--- src/rtl/corr_readout_ctrl.sv ---
// Read-side controller for the correlator MAC RAM bank: fetches every bin and streams it as
// a header byte followed by 4 bytes per bin (LSB first), optionally clearing the bank afterwards.
module corr_readout_ctrl #(
    parameter int         NBINS   = 256,
    parameter int         AW      = 8,
    parameter int         RD_LAT  = 3,
    parameter logic [7:0] HDR     = 8'hA5,
    parameter int         CLR_LEN = 258
) (
    input  logic          clk,
    input  logic          rst_n,
    input  logic          start,
    input  logic          clr_after,
    output logic          busy,
    output logic          done,
    output logic          read,
    output logic [AW-1:0] rAddr,
    input  logic [31:0]   rData,
    output logic          clr,
    output logic [7:0]    tx_data,
    output logic          tx_valid,
    input  logic          tx_ready
);

    localparam int LAT_W = (RD_LAT > 1) ? $clog2(RD_LAT) : 1;
    localparam int CW_W  = (CLR_LEN > 1) ? $clog2(CLR_LEN) : 1;

    localparam logic [AW:0]      LAST_BIN = (AW+1)'(NBINS - 1);
    localparam logic [LAT_W-1:0] LAT_LAST = LAT_W'(RD_LAT - 1);
    localparam logic [CW_W-1:0]  CW_LAST  = CW_W'(CLR_LEN - 1);

    typedef enum logic [2:0] {
        S_IDLE  = 3'd0,
        S_HDR   = 3'd1,
        S_FETCH = 3'd2,
        S_SEND  = 3'd3,
        S_CLR   = 3'd4,
        S_CWAIT = 3'd5,
        S_FIN   = 3'd6
    } state_t;

    state_t           state_r, state_s;
    logic [AW:0]      bin_r, bin_s, bin_inc_s;
    logic [LAT_W-1:0] lat_cnt_r, lat_cnt_s;
    logic [CW_W-1:0]  cw_cnt_r, cw_cnt_s;
    logic [1:0]       byte_idx_r, byte_idx_s;
    logic [31:0]      word_r, word_s;
    logic             clr_after_r, clr_after_s;
    logic             busy_r, busy_s;
    logic             done_r, done_s;
    logic             read_r, read_s;
    logic [AW-1:0]    raddr_r, raddr_s;
    logic             clr_r, clr_s;
    logic [7:0]       tx_data_r, tx_data_s;
    logic             tx_valid_r, tx_valid_s;
    logic             tx_hs_s;

    function automatic logic [7:0] byte_sel(input logic [31:0] w, input logic [1:0] idx);
        case (idx)
            2'd0:    byte_sel = w[7:0];
            2'd1:    byte_sel = w[15:8];
            2'd2:    byte_sel = w[23:16];
            2'd3:    byte_sel = w[31:24];
            default: byte_sel = w[7:0];
        endcase
    endfunction

    assign bin_inc_s = bin_r + (AW+1)'(1);
    assign tx_hs_s   = tx_valid_r & tx_ready;

    // Next-state and next-output logic; every output is registered below.
    always_comb begin
        state_s     = state_r;
        bin_s       = bin_r;
        lat_cnt_s   = lat_cnt_r;
        cw_cnt_s    = cw_cnt_r;
        byte_idx_s  = byte_idx_r;
        word_s      = word_r;
        clr_after_s = clr_after_r;
        busy_s      = busy_r;
        done_s      = 1'b0;
        read_s      = read_r;
        raddr_s     = raddr_r;
        clr_s       = 1'b0;
        tx_data_s   = tx_data_r;
        tx_valid_s  = tx_valid_r;
        case (state_r)
            S_IDLE: begin
                if (start) begin
                    clr_after_s = clr_after;
                    bin_s       = '0;
                    busy_s      = 1'b1;
                    tx_data_s   = HDR;
                    tx_valid_s  = 1'b1;
                    state_s     = S_HDR;
                end else begin
                    state_s = S_IDLE;
                end
            end
            S_HDR: begin
                if (tx_hs_s) begin
                    tx_valid_s = 1'b0;
                    read_s     = 1'b1;
                    raddr_s    = bin_r[AW-1:0];
                    lat_cnt_s  = '0;
                    state_s    = S_FETCH;
                end else begin
                    state_s = S_HDR;
                end
            end
            S_FETCH: begin
                if (lat_cnt_r == LAT_LAST) begin
                    word_s     = rData;
                    byte_idx_s = 2'd0;
                    tx_data_s  = rData[7:0];
                    tx_valid_s = 1'b1;
                    state_s    = S_SEND;
                end else begin
                    lat_cnt_s = lat_cnt_r + LAT_W'(1);
                end
            end
            S_SEND: begin
                if (!tx_hs_s) begin
                    state_s = S_SEND;
                end else if (byte_idx_r != 2'd3) begin
                    byte_idx_s = byte_idx_r + 2'd1;
                    tx_data_s  = byte_sel(word_r, byte_idx_r + 2'd1);
                end else if (bin_r == LAST_BIN) begin
                    // Frame complete: drop read so the bank leaves its read state.
                    tx_valid_s = 1'b0;
                    read_s     = 1'b0;
                    if (clr_after_r) begin
                        state_s = S_CLR;
                    end else begin
                        done_s  = 1'b1;
                        busy_s  = 1'b0;
                        state_s = S_FIN;
                    end
                end else begin
                    tx_valid_s = 1'b0;
                    bin_s      = bin_inc_s;
                    raddr_s    = bin_inc_s[AW-1:0];
                    lat_cnt_s  = '0;
                    state_s    = S_FETCH;
                end
            end
            S_CLR: begin
                clr_s    = 1'b1;
                cw_cnt_s = '0;
                state_s  = S_CWAIT;
            end
            S_CWAIT: begin
                if (cw_cnt_r == CW_LAST) begin
                    done_s  = 1'b1;
                    busy_s  = 1'b0;
                    state_s = S_FIN;
                end else begin
                    cw_cnt_s = cw_cnt_r + CW_W'(1);
                end
            end
            S_FIN: begin
                state_s = S_IDLE;
            end
            default: begin
                state_s    = S_IDLE;
                busy_s     = 1'b0;
                read_s     = 1'b0;
                tx_valid_s = 1'b0;
            end
        endcase
    end

    // State and registered-output update with asynchronous reset.
    always_ff @(posedge clk or negedge rst_n) begin
        if (!rst_n) begin
            state_r     <= S_IDLE;
            bin_r       <= '0;
            lat_cnt_r   <= '0;
            cw_cnt_r    <= '0;
            byte_idx_r  <= 2'd0;
            word_r      <= 32'd0;
            clr_after_r <= 1'b0;
            busy_r      <= 1'b0;
            done_r      <= 1'b0;
            read_r      <= 1'b0;
            raddr_r     <= '0;
            clr_r       <= 1'b0;
            tx_data_r   <= 8'd0;
            tx_valid_r  <= 1'b0;
        end else begin
            state_r     <= state_s;
            bin_r       <= bin_s;
            lat_cnt_r   <= lat_cnt_s;
            cw_cnt_r    <= cw_cnt_s;
            byte_idx_r  <= byte_idx_s;
            word_r      <= word_s;
            clr_after_r <= clr_after_s;
            busy_r      <= busy_s;
            done_r      <= done_s;
            read_r      <= read_s;
            raddr_r     <= raddr_s;
            clr_r       <= clr_s;
            tx_data_r   <= tx_data_s;
            tx_valid_r  <= tx_valid_s;
        end
    end

    assign busy     = busy_r;
    assign done     = done_r;
    assign read     = read_r;
    assign rAddr    = raddr_r;
    assign clr      = clr_r;
    assign tx_data  = tx_data_r;
    assign tx_valid = tx_valid_r;

endmodule

--- config.mk ---
export PLATFORM = sky130hd
export DESIGN_NAME = corr_readout_ctrl
export DESIGN_NICKNAME = d
export VERILOG_FILES = /design/src/rtl/corr_readout_ctrl.sv
export SDC_FILE = /design/constraint.sdc
export NUM_CORES = 1
export LEC_CHECK = 0
export BUFFER_PORTS_ARGS = -buffer_cell sky130_fd_sc_hd__buf_4
export CAP_MARGIN = 30
export CORE_MARGIN = 1
export CORE_UTILIZATION = 25
export CTS_CLUSTER_DIAMETER = 30
export DETAILED_ROUTE_END_ITERATION = 16
export PLACE_DENSITY = 0.5
export RECOVER_POWER = 25
export SYNTH_ARGS = -nofsm -noshare
export SYNTH_HDL_FRONTEND = slang
export SYNTH_SLANG_ARGS = --single-unit
--- constraint.sdc ---
create_clock -name clk -period 2.3 [get_ports clk]
set_input_delay 0.345 -clock clk [delete_from_list [all_inputs] [get_ports clk]]
set_output_delay 0.345 -clock clk [all_outputs]
set_load 0.01 [all_outputs]
Word level (Yosys, flattened, before mapping)
Index checks and enable logic that the tools add are counted.
{"block": "totals", "reg_bits": 79, "in_bits": 37, "out_inout_bits": 21, "wordCells": 132}
{"block": "classes", "n_addsub": 4, "n_eq_ne": 26, "muxes": 61, "bitwise_logic": 4, "n_reduce_logical": 23}
{"cell": "$mux 8", "n": 8}
{"cell": "$mux 9", "n": 5}
{"cell": "$pmux 9 s2", "n": 2}
{"cell": "$pmux 8 s4", "n": 1}
{"cell": "$ne 2x2->1 const B", "n": 13}
{"cell": "$pmux 8 s3", "n": 1}
{"cell": "$mux 1", "n": 21}
{"cell": "$mux 2", "n": 10}
{"cell": "$reduce_and 5->1", "n": 4}
{"cell": "$add 9x1->9 const B", "n": 2}
{"cell": "$pmux 3 s6", "n": 1}
{"cell": "$pmux 8 s2", "n": 1}
{"cell": "$mux 3", "n": 5}
{"cell": "$reduce_and 6->1", "n": 2}
{"cell": "$eq 3x3->1 const B", "n": 3}
{"cell": "$eq 9x8->1 const B", "n": 1}
{"cell": "$eq 9x9->1 const B", "n": 1}
{"cell": "$reduce_bool 2->1", "n": 4}
{"cell": "$reduce_and 7->1", "n": 1}
{"cell": "$eq 2x2->1 const B", "n": 3}
{"cell": "$eq 3x2->1 const B", "n": 2}
{"cell": "$pmux 2 s3", "n": 1}
{"cell": "$reduce_and 2->1", "n": 3}
{"cell": "$reduce_bool 3->1", "n": 2}
{"cell": "other kinds (18)", "n": 21}

Longest topological paths before layout
{"block": "logic_depth", "ltp_word": 6, "ltp_mapped": 10, "mapped_depth_nobuf": 9}

Least setup slack after synthesis
No wires, ideal clock.
{"block": "synth_path", "path_kind": "register to register", "start": "register bin_r[0]", "end": "register lat_cnt_r[1]", "setup_ns": 0.125, "arrival_ns": 2.140, "required_ns": 2.175, "path_slack_ns": 0.035, "path_stages_with_launch": 10, "path_buffers": 0, "synth_period_minus_slack_ns": 2.265, "cell_sequence": "dfrtp_1 ha_1 nand3_1 nor2_1 and3_1 ha_1 nand2b_1 a21o_1 a21oi_1 mux2_2"}
{"block": "synth_via", "elab_chain_cells": 3}
{"item": "start, declared", "line_no": "43", "text": "logic [AW:0] bin_r, bin_s, bin_inc_s;"}
{"item": "start signal, assigned", "line_no": "192", "text": "bin_r <= bin_s;"}
{"item": "$eq 9x8->1", "line_no": "128", "text": "end else if (bin_r == LAST_BIN) begin"}
{"item": "$ne 2x2->1 (no line)"}
{"item": "$reduce_and 6->1 (no line)"}
{"item": "end signal, assigned", "line_no": "193", "text": "lat_cnt_r <= lat_cnt_s;"}
{"item": "end, declared", "line_no": "44", "text": "logic [LAT_W-1:0] lat_cnt_r, lat_cnt_s;"}
Every way passes these cells.
A chain may end at the register's enable or synchronous reset.

Worst setup path in the final report
{"block": "layout_path", "start": "register bin_r[0]", "end": "register bin_r[0]"}
{"block": "layout_via", "elab_chain_cells": 5, "elab_cells_between_ends": 8, "classes_between": "1 x add/sub; 2 x eq/ne; 4 x mux; 1 x reduce/logical"}
{"item": "$add 9x1->9", "line_no": "68", "text": "assign bin_inc_s = bin_r + (AW+1)'(1);"}
{"item": "$mux 9", "line_no": "128"}
{"item": "$mux 9", "line_no": "125", "text": "end else if (byte_idx_r != 2'd3) begin"}
{"item": "$mux 9", "line_no": "123", "text": "if (!tx_hs_s) begin"}
{"item": "$pmux 9 s2", "line_no": "87", "text": "case (state_r)"}
Parallel ways exist; a longest one is shown, timed or not. The select of a mux whose other input is x is not followed.

==> metrics.yaml <==
status:
  status: "finished with violations"
  violations: "design-rule violations"
logic_synthesis:
  postSynth.asyncResetShare_pct: 100
  synth_area_leaders: "dfrtp_1 50%, mux2_2 8.6%, a21oi_1 3.4%"
  ys_seq_elements: 75
  yosysTopAreaCell: "dfrtp_1"
  seq_area_frac_synth_pct: 49.7
  syn_inst: 352
  synth_cell_types: 51
  ys_warn_count: 0
  synth_top_cell_area_share_pct: 49.7
  synth_edf_count: 0
  ys.flop_type: "dfrtp_1"
  synth.avg_cell_area_um2: 10.7
  syn-cell-area_um2: 3780
  synth_nets: 399
power:
  vdd_ir_drop_max_mv: 0.336
  powerDensity_nw_per_um2: 632
  leakagePower_uw: 0.00218
  power.total_uw: 3040
detailed_routing:
  wl_met3_um: 480
  wl_met2_mm: 3.90
  first_iter_violations: 124
  vias: 2818
  wl_per_cell_um: 14.3
  wl_mm: 8.63
  highest_layer: "met4"
  first_pass_iters: 10
  drc_errors: 5
  vias_per_cell: 4.67
  ant_nets: 0
  drt-met1-wl_mm: 4.13
die:
  coreArea_um2: 14600
  initial_utilization_pct: 25.8
  die_area_um2: 15600
  die_h_um: 125
  die_w_um: 125
  num_rows: 44
  io-pin-count: 58
placement:
  io_buffers: 57
  dpl.hpwl_mm: 6.23
  gp_congestion: 0.773
min_path:
  hold_path.class: "primary input to flop"
global_routing:
  antenna_found_initial: 0
  grt_pass1_wl_mm: 14.7
  grt_max_degree: 37
  gr-total-overflow: 0
  grt_pass1_vias: 2891
  grtUsageTotal_pct: 11.7
layout:
  fin_nets: 461
  nFillCells: 1506
  drive_above_1_share_pct: 30.1
  layout_common_cells: "75 x dfrtp_1, 67 x buf_4, 29 x mux2_2"
  regArea_um2: 1880
  n_antenna_cell: 0
  multiInputGateArea_um2: 1720
  area_delta_synth_final_pct: 27.1
  layout_commonest_cell: "dfrtp_1"
job:
  drv_cap: 0
timing:
  rsz0062_at_grt: "no"
  slew_headroom_pct: 37.2
  period_share_pct: 93.6
  tightestPinTransition_ps: 942
  worst_clock_skew_ps: 4.48
  final_hold_viol_count: 0
  final_max_slew_viol_count: 0
  fmax_mhz: 465
  setup_viol: 0
  setup_tns_ps: 0
  period_minus_slack_ps: 2150
setup_path:
  cp.arrival_ps: 2370
  crit_path_start_kind: "flop"
  endpoint_kind: "flop"
  path_max_fanout: 11
  crit_type: "flop to flop"
  cp.required_ps: 2520
cts:
  clock_latency_ps: 330
  clk_pin_slew_ps: 60
  cts_buffer_depth: 2
  h-tree-depth: 3
  cts_sinks: 75
  root_buffer: "clkbuf_16"
  cts_tree: "yes"
  cts_buffers: 9
-- Yosys cell counts (all sizes together), types with 4 or more instances --
cell and n:
inv 17, a22oi 5, clkbuf 4, nor3 13, a21o 4, mux2i 5, a222oi 4, nand2b 5
nand3 6, o21ai 16, dfrtp 75, a21oi 26, xnor2 11, o31ai 5, mux2 30, o22a 7
o2bb2ai 4, nor2b 4, ha 10, nand2 27, a211oi 5, buf 17, nor2 21
-- flip-flops by register name, summed over array words and instances (netlist names) --
signal	cells
read	1
lat_cnt_r	2
byte_idx_r	2
cw_cnt_r	9
clr	1
rAddr	8
bin_r	9
busy	1
word_r	28
clr_after_r	1
tx_data	8
tx_valid	1
state_r	3
done	1
-- final timing paths --
check                      startpoint          end  slack (ps)  cells past startpoint
setup / recovery             bin_r[0]     bin_r[0]         150                      8
hold / removal              clr_after  clr_after_r         220                      3
setup reg to reg             bin_r[0]     bin_r[0]         150                      8
hold reg to reg              bin_r[8]     bin_r[8]         480                      2
max in group asynchronous       rst_n  clr_after_r         530                      3
min in group asynchronous       rst_n   word_r[22]         690                      2
-- worst max-delay path, cell delays in order, from the launching register on --
cell and delay (ps):
dfrtp_1 420, ha_2 220, nand3_1 100, nor2_1 60, and3_1 180, ha_1 180
buf_4 150, o31a_2 440, mux2_2 290
-- where the power goes --
part	switching [uW]	internal (uW)	leakage [uW]
clock network	540	1070	0.000168
logic	49.9	51.0	0.00104
registers	5.97	1320	0.000966
-- per-layer routing --
metal	global-route usage, %	up-vias
met5	0	-
met4	3.95	0
met2	18.4	65
li1	-	1389
met3	3.77	13
met1	15.1	1351
-- per-stage QoR --
| step | cell area (um2) | std cells | setup slack (ps) | util (%) | hold WS [ps] |
|---|---|---|---|---|---|
| after global placement | 4450 | 586 | 101 | 30.4 | 354 |
| after detailed placement | 4450 | 586 | 55.1 | 30.4 | 359 |
| final | 4810 | 603 | 147 | 32.8 | 219 |
| after CTS | 4810 | 603 | 27.9 | 32.9 | 206 |
| after floorplan | 3780 | 352 | 34.9 | - | 49.4 |
| after global routing | 4810 | 603 | 52.0 | 32.8 | 229 |
-- cells by family (layout without fill, tap and decap cells) --
kind of cell               Yosys count  count (layout)  synth area share (%)
DFF                                 75              75                  49.7
and+or+nand+nor                     97              97                  13.6
xor gates and xnor gates            11              11                  2.55
muxes                               35              35                  10.3
AOI/OAI and AO/OA                   86              86                  15.5
adders and majority gates           10              10                  3.31
buffers and inverters               38             105                  5.06
-- final cells by class --
type | instances | share of cell area (%)
flip-flops and latches | 75 | 39.1
multi-input cells | 239 | 35.9
repair buffers | 72 | 11.7
clock buffers | 13 | 5.83
well taps | 184 | 4.79
clock inverters | 3 | 1.41
inverters | 17 | 1.33
-- what timing repair did --
action / CTS / global route
hold buffers: 1 / 0
hold endpoints to repair: 17 / 0
buffers inserted: 0 / 0
setup endpoints to repair: 0 / 7
resized for setup: 0 / 4
Note: power is estimated with default switching activity, not from simulation.
